### config.mk
export PLATFORM = sky130hd
export DESIGN_NAME = quadrilatero_xif_issue_buffer
export DESIGN_NICKNAME = d
export VERILOG_FILES = /design/src/rtl/quadrilatero_xif_issue_buffer.sv
export SDC_FILE = /design/constraint.sdc
export NUM_CORES = 1
export LEC_CHECK = 0
export CAP_MARGIN = 10
export CORE_MARGIN = 1.5
export CORE_UTILIZATION = 60
export CTS_BUF_LIST = sky130_fd_sc_hd__clkbuf_2
export DETAILED_ROUTE_END_ITERATION = 7
export PLACE_DENSITY = 0.95
export RECOVER_POWER = 100
export REMOVE_ABC_BUFFERS = 1
export SKIP_LAST_GASP = 1
export SLEW_MARGIN = 10
export SYNTH_ARGS = -nofsm -noshare
export SYNTH_HDL_FRONTEND = slang
export SYNTH_SLANG_ARGS = --single-unit
### constraint.sdc
create_clock -name clk_i -period 15.85 [get_ports clk_i]
set_clock_uncertainty 0.1 [all_clocks]
set_input_delay 1.585 -clock clk_i [delete_from_list [all_inputs] [get_ports clk_i]]
set_output_delay 1.585 -clock clk_i [all_outputs]
set_load 0.05 [all_outputs]
### src/rtl/quadrilatero_xif_issue_buffer.sv
// -----------------------------------------------------------------------------
// quadrilatero_xif_issue_buffer
//
// Purpose:
//   Sits between the core's XIF issue/commit interface and the matrix dispatch
//   logic. Each issued word is sent straight to the combinational XIF decoder
//   and its accept bit is returned to the core. Accepted instructions and their
//   operands go into an in-order FIFO. Each entry waits there for its commit or
//   kill. It is then dispatched in order, or dropped.
//
// Ports:
//   clk_i, rst_i              clock, asynchronous active-high reset
//   x_issue_*                 XIF issue request (valid/ready, word, id, rs1/rs2)
//   x_issue_accept_o          decoder accept bit returned to the core
//   dec_instr_o/dec_accept_i  combinational decoder hook
//   x_commit_*                XIF commit event (id, kill)
//   disp_*                    head-of-FIFO dispatch handshake and payload
//   empty_o                   no entries held
//   unmatched_commit_o        one-cycle pulse, the cycle after a commit that
//                             matched no pending entry
// -----------------------------------------------------------------------------
module quadrilatero_xif_issue_buffer #(
    parameter int unsigned DEPTH   = 4,
    parameter int unsigned ID_W    = 4,
    parameter int unsigned X_RFR_W = 32
) (
    input  logic               clk_i,
    input  logic               rst_i,

    // issue interface
    input  logic               x_issue_valid_i,
    output logic               x_issue_ready_o,
    input  logic [31:0]        x_issue_instr_i,
    input  logic [ID_W-1:0]    x_issue_id_i,
    input  logic [X_RFR_W-1:0] x_issue_rs1_i,
    input  logic [X_RFR_W-1:0] x_issue_rs2_i,
    input  logic [1:0]         x_issue_rs_valid_i,
    output logic               x_issue_accept_o,

    // decoder hook
    output logic [31:0]        dec_instr_o,
    input  logic               dec_accept_i,

    // commit interface
    input  logic               x_commit_valid_i,
    input  logic [ID_W-1:0]    x_commit_id_i,
    input  logic               x_commit_kill_i,

    // dispatch interface
    output logic               disp_valid_o,
    input  logic               disp_ready_i,
    output logic [31:0]        disp_instr_o,
    output logic [X_RFR_W-1:0] disp_rs1_o,
    output logic [X_RFR_W-1:0] disp_rs2_o,
    output logic [ID_W-1:0]    disp_id_o,

    // status
    output logic               empty_o,
    output logic               unmatched_commit_o
);

    localparam int unsigned PTR_W = (DEPTH > 1) ? $clog2(DEPTH) : 1;
    localparam int unsigned CNT_W = PTR_W + 1;

    typedef enum logic [1:0] {
        ST_INVALID   = 2'd0,
        ST_PENDING   = 2'd1,
        ST_COMMITTED = 2'd2,
        ST_KILLED    = 2'd3
    } entry_state_e;

    typedef struct packed {
        logic [31:0]        instr;
        logic [ID_W-1:0]    id;
        logic [X_RFR_W-1:0] rs1;
        logic [X_RFR_W-1:0] rs2;
    } entry_t;

    // -------------------------------------------------------------------------
    // Storage
    // -------------------------------------------------------------------------
    entry_t           data_q  [DEPTH];
    entry_state_e     state_q [DEPTH];
    entry_state_e     state_d [DEPTH];
    logic [PTR_W-1:0] wr_ptr_q, wr_ptr_d;
    logic [PTR_W-1:0] rd_ptr_q, rd_ptr_d;
    logic [CNT_W-1:0] count_q,  count_d;
    logic             unmatched_q, unmatched_d;

    // -------------------------------------------------------------------------
    // Handshake decode
    // -------------------------------------------------------------------------
    logic         full;
    logic         issue_hs;
    logic         enq;
    logic         enq_commit;
    logic         pop;
    logic         match_any;
    logic         pending_dup;
    entry_state_e head_state;
    entry_state_e resolved_state;

    // Ready depends on registered fullness only. A pop in the same cycle
    // therefore does not reopen the issue port until the next cycle.
    assign full            = (count_q == CNT_W'(DEPTH));
    assign x_issue_ready_o = !rst_i && !full && (x_issue_rs_valid_i == 2'b11);
    assign issue_hs        = x_issue_valid_i && x_issue_ready_o;
    assign enq             = issue_hs && dec_accept_i;

    assign x_issue_accept_o = dec_accept_i;
    assign dec_instr_o      = x_issue_instr_i;

    // A commit that names the instruction being enqueued right now resolves it
    // at write time. The entry never sits in PENDING.
    assign enq_commit     = enq && x_commit_valid_i && (x_commit_id_i == x_issue_id_i);
    assign resolved_state = x_commit_kill_i ? ST_KILLED : ST_COMMITTED;

    // Only the head may leave. A PENDING head blocks everything behind it.
    // A KILLED head drains by itself without showing on the dispatch port.
    assign head_state   = state_q[rd_ptr_q];
    assign disp_valid_o = (head_state == ST_COMMITTED);
    assign pop          = (disp_valid_o && disp_ready_i) || (head_state == ST_KILLED);

    assign disp_instr_o = data_q[rd_ptr_q].instr;
    assign disp_id_o    = data_q[rd_ptr_q].id;
    assign disp_rs1_o   = data_q[rd_ptr_q].rs1;
    assign disp_rs2_o   = data_q[rd_ptr_q].rs2;

    assign empty_o            = (count_q == '0);
    assign unmatched_commit_o = unmatched_q;

    // -------------------------------------------------------------------------
    // Next-state logic
    // -------------------------------------------------------------------------
    always_comb begin
        // NOTE: every signal written here gets a default first, so no path
        // can leave it unassigned and infer a latch.
        state_d     = state_q;
        match_any   = 1'b0;
        wr_ptr_d    = wr_ptr_q;
        rd_ptr_d    = rd_ptr_q;
        count_d     = count_q;
        unmatched_d = 1'b0;

        // Commit/kill resolves every pending entry carrying the committed id.
        if (x_commit_valid_i) begin
            for (int unsigned i = 0; i < DEPTH; i++) begin
                if (state_q[PTR_W'(i)] == ST_PENDING &&
                    data_q[PTR_W'(i)].id == x_commit_id_i) begin
                    state_d[PTR_W'(i)] = resolved_state;
                    match_any          = 1'b1;
                end
            end
        end

        // The popped slot is COMMITTED or KILLED, so the commit loop above
        // never touches it. The write slot is free because the FIFO is not full.
        if (pop) begin
            state_d[rd_ptr_q] = ST_INVALID;
            rd_ptr_d          = rd_ptr_q + PTR_W'(1);
        end

        if (enq) begin
            state_d[wr_ptr_q] = enq_commit ? resolved_state : ST_PENDING;
            wr_ptr_d          = wr_ptr_q + PTR_W'(1);
        end

        unique case ({enq, pop})
            2'b10:   count_d = count_q + CNT_W'(1);
            2'b01:   count_d = count_q - CNT_W'(1);
            default: count_d = count_q;
        endcase

        unmatched_d = x_commit_valid_i && !match_any && !enq_commit;
    end

    // -------------------------------------------------------------------------
    // Control registers
    // -------------------------------------------------------------------------
    // NOTE: sequential state uses non-blocking assignments only. Every flop
    // then samples the pre-edge value, whatever order the blocks run in.
    always_ff @(posedge clk_i or posedge rst_i) begin
        if (rst_i) begin
            for (int unsigned i = 0; i < DEPTH; i++) begin
                state_q[PTR_W'(i)] <= ST_INVALID;
            end
            wr_ptr_q    <= '0;
            rd_ptr_q    <= '0;
            count_q     <= '0;
            unmatched_q <= 1'b0;
        end else begin
            for (int unsigned i = 0; i < DEPTH; i++) begin
                state_q[PTR_W'(i)] <= state_d[PTR_W'(i)];
            end
            wr_ptr_q    <= wr_ptr_d;
            rd_ptr_q    <= rd_ptr_d;
            count_q     <= count_d;
            unmatched_q <= unmatched_d;
        end
    end

    // -------------------------------------------------------------------------
    // Payload storage
    // -------------------------------------------------------------------------
    // NOTE: the payload array has no reset. An entry only means something
    // while its state is not ST_INVALID, and the state array is reset.
    always_ff @(posedge clk_i) begin
        if (enq) begin
            data_q[wr_ptr_q] <= '{instr: x_issue_instr_i,
                                  id:    x_issue_id_i,
                                  rs1:   x_issue_rs1_i,
                                  rs2:   x_issue_rs2_i};
        end
    end

    // -------------------------------------------------------------------------
    // Protocol check: an accepted id must not already be pending.
    // -------------------------------------------------------------------------
    always_comb begin
        pending_dup = 1'b0;
        for (int unsigned i = 0; i < DEPTH; i++) begin
            if (state_q[PTR_W'(i)] == ST_PENDING &&
                data_q[PTR_W'(i)].id == x_issue_id_i) begin
                pending_dup = 1'b1;
            end
        end
    end

    a_unique_pending_id : assert property (
        @(posedge clk_i) disable iff (rst_i) enq |-> !pending_dup
    ) else $error("issue buffer: accepted id already pending");

endmodule

# Word-level counts from Yosys, hierarchy flattened

Memories as Yosys holds them, arrays and structs flattened.
Cells that the tools add are included.

Add/sub/neg operators: 4
Multipliers: 0
Divide/modulo/power cells: 0
$lt $le $gt $ge: 4
Equality and inequality tests: 15
Shift operators: 0
Multiplexer cells: 25
Bitwise gates (word level): 4
Reduce and logical (&&, ||, !) cells: 22

Operators with widths:

| cell                | number |
|---|---|
| $mux 8              | 3 |
| $eq 4x4->1          | 5 |
| $mux 2              | 9 |
| $logic_and 1x1->1   | 15 |
| $eq 2x1->1 const B  | 5 |
| $and 8x8->8         | 1 |
| $bwmux 8            | 1 |
| $demux 2 s2         | 2 |
| $eq 2x2->1 const B  | 4 |
| $mux 1              | 8 |
| $not 8->8           | 1 |
| $ge 3x3->1 const B  | 2 |
| $lt 3x1->1 const B  | 2 |
| $not 2->3           | 2 |
| $pmux 3 s2          | 1 |
| $add 2x1->2 const B | 2 |
| $bmux 2 s2          | 1 |
| $logic_not 1->1     | 4 |
| $add 3x1->3 const B | 1 |
| $eq 3x3->1 const B  | 1 |
| $logic_not 3->1     | 1 |
| $sub 3x1->3 const B | 1 |
| $reduce_bool 2->1   | 1 |
| $logic_or 1x1->1    | 1 |

Flip-flop bits (word level): 16
Bits in latches: 0
Memory bits (writable): 400
Memory bits (read-only): 0
Output and inout port bits: 137
Word-level logic and storage cells: 83
Memories: 1

Memory list:

| memory | words | bits a word | read ports | clocked after Yosys merged registers in | write ports | line | text |
|---|---|---|---|---|---|---|---|
| data_q | 4     | 100         | 5          | 0                                       | 1           | 82   | `entry_t data_q [DEPTH];` |

# Depth between registers and ports, before layout

Gate-level depths: netlist of the first run.

Depth in word-level cells: 11
Gate-level depth with buffers: 10
Mapped depth without buffers: 9

# Worst setup path before layout of the first run

No wires, ideal clock.

Kind: input -> register
Start: in rst_i
End: reg state_q[5] (netlist bit)
Library setup time: 0.365 ns
Arrival: 6.823 ns
Data required time: 15.385 ns
Path slack: 8.562 ns
Cell stages on the path: 5
Buffers on the path: 0
Cell sequence: nand3b_1 > a211oi_4 > inv_1 > nor2_1 > o22ai_1

RTL lines:

| item                          | line | text |
|---|---|---|
| start, declared               | 28   | `input logic rst_i,` |
| end signal, assigned by index | 193  | `state_q[PTR_W'(i)] <= state_d[PTR_W'(i)];` |
| end, declared                 | 83   | `entry_state_e state_q [DEPTH];` |

# Worst setup path in the final report of the first run

Start: reg rd_ptr_q[1]
End: out disp_instr_o[4]

Word-level cells in the longest chain between the ends: 1

RTL lines:

| item                   | line | text |
|---|---|---|
| start, declared        | 86   | `logic [PTR_W-1:0] rd_ptr_q, rd_ptr_d;` |
| start signal, assigned | 196  | `rd_ptr_q <= rd_ptr_d;` |
| $mem_v2 4x100          | --   |  |
| end, declared          | 52   | `output logic [31:0] disp_instr_o,` |

No other way between the ends.

==> flow_metrics.tcl, run 1 <==
set metrics [dict create \
    critical_path_required_ns 14.17 \
    synthToLayoutAreaGrowth_pct 22.1 \
    layout.core_utilization_pct 74.5 \
    grt_pass1_vias 8994 \
    via_per_inst 5.79 \
    holdCritPathClass "register to register" \
    preCtsSetupSlack_ns 10.95 \
    clkTransAtPathRegs_ns 0.10 \
    cp-start-kind "register" \
    rsz0062_at_grt "no" \
    power_density_mw_per_mm2 168 \
    regToRegSetupSlack_ns 8.48 \
    drv_cap 12 \
    synthesis.area_mm2 0.0159 \
    drt_iter0_drc 791 \
    final-instance-count-excl-fill 1405 \
    cts_num_sinks 416 \
    grt_pass1_wl_mm 50.2 \
    grt_max_degree 56 \
    place.gp.congestion 0.797 \
    fp.dieH_um 166 \
    hold_buffers 0 \
    slew_headroom_pct -182 \
    tightestPinTransition_ns 4.22 \
    syn_inst 697 \
    die_area_mm2 0.0275 \
    drive_above_1_share_pct 23.5 \
    tns_ns 0 \
    root_buffer "clkbuf_2" \
    dominantRegCellSynth "edfxtp_1" \
    cts_tree "built" \
    synth_top_family_by_area "multiplexers" \
    cts_resized 0 \
    track_usage_pct 24.2 \
    fillers 1448 \
    htree_levels 3 \
    arrival_ns 6.87 \
    slowest_stage "clkbuf_1" \
    p_total_mw 3.27 \
    cp-end-kind "output pin" \
    ys_types 40 \
    synth-compound-area-share_pct 1.05 \
    worstPathCellList "clkbuf_1 -> mux4_2 -> dlygate4sd3_1" \
    critPathMaxFanout 55 \
    nets 1112 \
    placedCellCount 1228 \
    r2r_end "data_q[3][89]$_DFFE_PP_" \
    finalHoldViolations 0 \
    syn_avg_cell_area_um2 22.8 \
    leakagePower_nw 6.48 \
    postPlaceCellArea_mm2 0.0185 \
    clock_latency_ns 0.84 \
    timing.fmax_mhz 117 \
    drt-pass1-iter-count 6 \
    totalWireLength_mm 32.2 \
    wire_per_inst_um 22.9 \
    antenna_found_initial 11 \
    run_status "finished, violations left" \
    numCtsBuffers 94 \
    worstHoldStart "count_q[0]$_DFFE_PP0P_" \
    async_reset_ff_share_pct 3.85 \
    globalRouteOverflowTotal 0 \
    cts_setup_buffers 0 \
    drc 0 \
    buffer_ports.inserted 249 \
    fin_area_mm2 0.0194 \
    vias 8129 \
    postRouteAntennaNets 0 \
    synth_edf_count 400 \
    synthSimpleGateAreaFrac_pct 1.40 \
    whs_ns 0.430 \
    synth_fa_ha_area_share_pct 0.834 \
    place_hpwl_mm 20.2 \
    yosysWarnings 0 \
    violations "capacitance limit, slew limit" \
    crit_type "register to output pin" \
    ys_seq_elements 416 \
    synth_xor_area_share_pct 1.38 \
    synth.mux.area_fraction_pct 14.6 \
    clk_path_buf_depth 3 \
    die_w_um 166 \
    layout_worst_path_cycle_share_pct 54.0 \
    critPathLaunch "rd_ptr_q[1]$_DFFE_PP0N_" \
    yosysSeqAreaShare_pct 78.1 \
    ir_drop_v 0.000128 \
    hold_depth 1 \
    r2r_cells 4 \
    initial_utilization_pct 61.0 \
    slowest_delay_ns 2.35 \
    setup_violations 0 \
    row_count 59 \
    ioPinCount 250 \
    min_period_ns 8.56 \
    r2r_start "count_q[0]$_DFFE_PP0P_" \
    coreArea_mm2 0.0261 \
    drv_slew 621 \
    post-route-worst-setup-slack_ns 7.29 \
    min_to "count_q[0]$_DFFE_PP0P_" \
]
[cell usage after synthesis, types with 4 or more instances]
| cell | instances | area (um^2) |
|---|---|---|
| o21ai_1 | 6 | 30.0 |
| nand2_1 | 12 | 45.0 |
| nand2b_1 | 4 | 25.0 |
| inv_1 | 13 | 48.8 |
| buf_4 | 33 | 248 |
| buf_2 | 17 | 85.1 |
| clkbuf_1 | 9 | 33.8 |
| nor2_1 | 10 | 37.5 |
| nor3_1 | 5 | 25.0 |
| mux4_2 | 101 | 2270 |
| ha_1 | 9 | 113 |
| edfxtp_1 | 400 | 12000 |
| dfrtp_1 | 16 | 400 |
| xor2_1 | 10 | 87.6 |
| xnor2_1 | 15 | 131 |
[worst max-delay path: cells and delay by family, from the launching register on]
family / cells / cell delay [ns]
mux: 1 / 0.67
flops: 1 / 2.02
buf+inv: 2 / 3.25
[metal layers]
layer	global-route usage, %	share of wire, %
met1	30.0	37
met2	40.9	53
met3	7.46	8.3
met4	8.58	2.0
met5	0	0.037
[cell type report]
cell class	count	area (um^2)	share of cell area, %
antenna	11	27.5	0.142
clock buffer	125	626	3.22
clock inverter	41	309	1.59
inverter	13	50.0	0.258
multi-input combinational	207	3050	15.7
sequential	416	12400	63.9
tap	335	419	2.16
timing repair buffer	257	2520	13.0
[where the power goes]
part | internal, mW | total [mW] | switching [mW]
logic | 0.488 | 1.26 | 0.777
registers | 1.24 | 1.30 | 0.0608
clock network | 0.301 | 0.703 | 0.402
[how the worst max path moves through the flow]
stage	endpoint	slack, ns	cells after the start
4_1_cts	disp_instr_o[4]	10.19	3
2_1_floorplan	state_q[5]$_DFF_PP0_	8.56	5
3_5_place_dp	x_issue_ready_o	10.95	4
6_report	disp_instr_o[4]	7.29	3
3_3_place_gp	x_issue_ready_o	10.97	4
5_1_grt	disp_instr_o[4]	6.52	3
[logic make-up after synthesis]
| kind of cell | count (synthesis) |
|---|---|
| XOR/XNOR | 25 |
| buffers and inverters | 74 |
| adder cells (fa/ha/maj) | 10 |
| multiplexers | 105 |
| AND/OR/NAND/NOR | 45 |
| AO/OA/AOI/OAI | 22 |
| flip-flops | 416 |
[state kept, by name, indices dropped and copies added, names as in the netlist]
| name | flops |
|---|---|
| rd_ptr_q | 2 |
| data_q | 400 |
| state_q | 8 |
| wr_ptr_q | 2 |
| count_q | 3 |
| unmatched_commit_o | 1 |
[placed cells by master, fill, tap and decap left out, types with 11 or more instances in the layout]
| cell type | n |
|---|---|
| clkbuf_2 | 125 |
| clkdlybuf4s50_1 | 14 |
| clkinv_1 | 26 |
| dfrtp_1 | 16 |
| diode_2 | 11 |
| dlygate4sd3_1 | 235 |
| edfxtp_1 | 400 |
| inv_1 | 12 |
| mux4_2 | 101 |
| nand2_1 | 12 |
| xnor2_1 | 15 |
(Power assumes the default switching activity.)
==> inputs of run 2 (changes only) <==
--- a/config.mk
+++ b/config.mk
@@ -7,10 +7,10 @@
 export LEC_CHECK = 0
 export CAP_MARGIN = 10
 export CORE_MARGIN = 1.5
-export CORE_UTILIZATION = 60
+export CORE_UTILIZATION = 56
 export CTS_BUF_LIST = sky130_fd_sc_hd__clkbuf_2
 export DETAILED_ROUTE_END_ITERATION = 7
-export PLACE_DENSITY = 0.95
+export PLACE_DENSITY = 0.92
 export RECOVER_POWER = 100
 export REMOVE_ABC_BUFFERS = 1
 export SKIP_LAST_GASP = 1
==> constraint.sdc (replaced) <==
create_clock -name clk_i -period 8.85 [get_ports clk_i]
set_clock_uncertainty 0.1 [all_clocks]
set_input_delay 0.885 -clock clk_i [delete_from_list [all_inputs] [get_ports clk_i]]
set_output_delay 0.885 -clock clk_i [all_outputs]
set_load 0.05 [all_outputs]
==> flow_metrics.tcl, run 2 (same netlist as run 1, synthesis figures left out) <==
set metrics [dict create \
    run_status "finished, violations left" \
    violations "capacitance limit, slew limit" \
    critical_path_required_ns 9.11 \
    place.gp.congestion 0.823 \
    cts_num_sinks 416 \
    ir_drop_v 0.000175 \
    die_w_um 172 \
    tightestPinTransition_ns 4.39 \
    worstPathCellList "dlygate4sd3_1 -> nand3b_1 -> a211oi_1 -> nand2_1 -> clkinvlp_2 -> clkbuf_1" \
    arrival_ns 6.68 \
    totalWireLength_mm 31.4 \
    grt_pass1_vias 8577 \
    hold_buffers 0 \
    largest_register_ff_count 400 \
    drv_cap 8 \
    setup_violations 0 \
    fillers 1679 \
    holdCritPathClass "register to register" \
    clk_path_buf_depth 3 \
    slowest_stage "clkbuf_1" \
    crit_type "primary input to register" \
    drc 0 \
    layout_common_cells "edfxtp_1, dlygate4sd3_1, clkbuf_2" \
    postRouteAntennaNets 0 \
    globalRouteOverflowTotal 0 \
    path_buf_inv 3 \
    p_total_mw 5.74 \
    grt_pass1_wl_mm 47.7 \
    finalHoldViolations 0 \
    layout_commonest_cell "edfxtp_1" \
    root_buffer "clkbuf_2" \
    numCtsBuffers 98 \
    cp-start-kind "primary input" \
    fp.dieH_um 172 \
    min_to "count_q[2]$_DFFE_PP0P_" \
    ioPinCount 250 \
    vias 7933 \
    slew_headroom_pct -193 \
    cp.depth 6 \
    synthToLayoutAreaGrowth_pct 22.4 \
    grt_max_degree 78 \
    row_count 61 \
    cts_tree "built" \
    critPathMaxFanout 52 \
    via_per_inst 5.44 \
    cts_resized 0 \
    wire_per_inst_um 21.5 \
    leakagePower_nw 6.53 \
    timing.fmax_mhz 156 \
    nets 1116 \
    clkTransAtPathRegs_ns 0.11 \
    antenna_found_initial 9 \
    clock_latency_ns 0.87 \
    tns_ns 0 \
    cp-end-kind "register" \
    hold_depth 1 \
    r2r_cells 5 \
    initial_utilization_pct 57.1 \
    die_area_mm2 0.0294 \
    cts_setup_buffers 0 \
    r2r_end "data_q[0][24]$_DFFE_PP_" \
    layout_worst_path_cycle_share_pct 72.6 \
    drv_slew 408 \
    coreArea_mm2 0.0279 \
    drt_iter0_drc 749 \
    crit_family "buffers and inverters" \
    track_usage_pct 22.0 \
    top_regs "data_q x400, state_q x8, count_q x3" \
    power_density_mw_per_mm2 295 \
    place_hpwl_mm 19.2 \
    rsz0062_at_grt "no" \
    htree_levels 3 \
    min_period_ns 6.43 \
    top_register "data_q" \
    drive_above_1_share_pct 25.1 \
    slowest_delay_ns 2.41 \
    r2r_start "count_q[0]$_DFFE_PP0P_" \
    regToRegSetupSlack_ns 2.67 \
    buffer_ports.inserted 249 \
    worstHoldStart "count_q[2]$_DFFE_PP0P_" \
    drt-pass1-iter-count 5 \
]
run 2: how the worst max path moves through the flow:
stage                                        from                      end  slack, ns
after detailed placement  rd_ptr_q[0]$_DFFE_PP0N_           disp_rs2_o[19]       4.70
after floorplan                             rst_i     state_q[5]$_DFF_PP0_       2.26
final                                       rst_i  data_q[0][24]$_DFFE_PP_       2.42
after CTS                 rd_ptr_q[0]$_DFFE_PP0N_           disp_rs2_o[29]       3.71
after global routing                        rst_i  data_q[0][17]$_DFFE_PP_       1.98
after global placement    rd_ptr_q[0]$_DFFE_PP0N_           disp_rs2_o[19]       4.71
run 2: cell type report:
| cell class | instances | area (um^2) | area share [%] |
|---|---|---|---|
| Antenna cell | 6 | 15.0 | 0.0771 |
| Clock buffer | 146 | 731 | 3.75 |
| Clock inverter | 34 | 201 | 1.03 |
| Inverter | 13 | 50.0 | 0.257 |
| Multi-Input combinational cell | 207 | 3050 | 15.6 |
| Sequential cell | 416 | 12400 | 63.8 |
| Tap cell | 378 | 473 | 2.43 |
| Timing Repair Buffer | 257 | 2540 | 13.0 |
run 2: per-stage QoR:
stage / hold slack [ns] / instances / utilization [%] / cell area, um^2 / worst slack, ns
2_1_floorplan: 0.380 / 636 / - / 15500 / 2.26
3_3_place_gp: 0.399 / 1271 / 66.6 / 18600 / 4.71
3_5_place_dp: 0.421 / 1271 / 66.6 / 18600 / 4.70
4_1_cts: 0.209 / 1451 / 70.0 / 19500 / 3.71
5_1_grt: 0.396 / 1455 / 69.9 / 19500 / 1.98
6_report: 0.443 / 1457 / 69.9 / 19500 / 2.42
run 2: where the power goes:
group / internal, mW / total (mW) / switching [mW]
sequential: 2.22 / 2.32 / 0.0995
clock: 0.503 / 1.23 / 0.731
combinational: 0.804 / 2.19 / 1.39
run 2: routing by layer:
metal / share of wire (%) / GRT usage (%) / vias up
met5: 0.12 / 0 / -
met4: 2.2 / 8.47 / 6
met3: 8.1 / 6.79 / 61
met2: 52 / 36.8 / 325
met1: 38 / 27.0 / 4030
li1: - / - / 3511
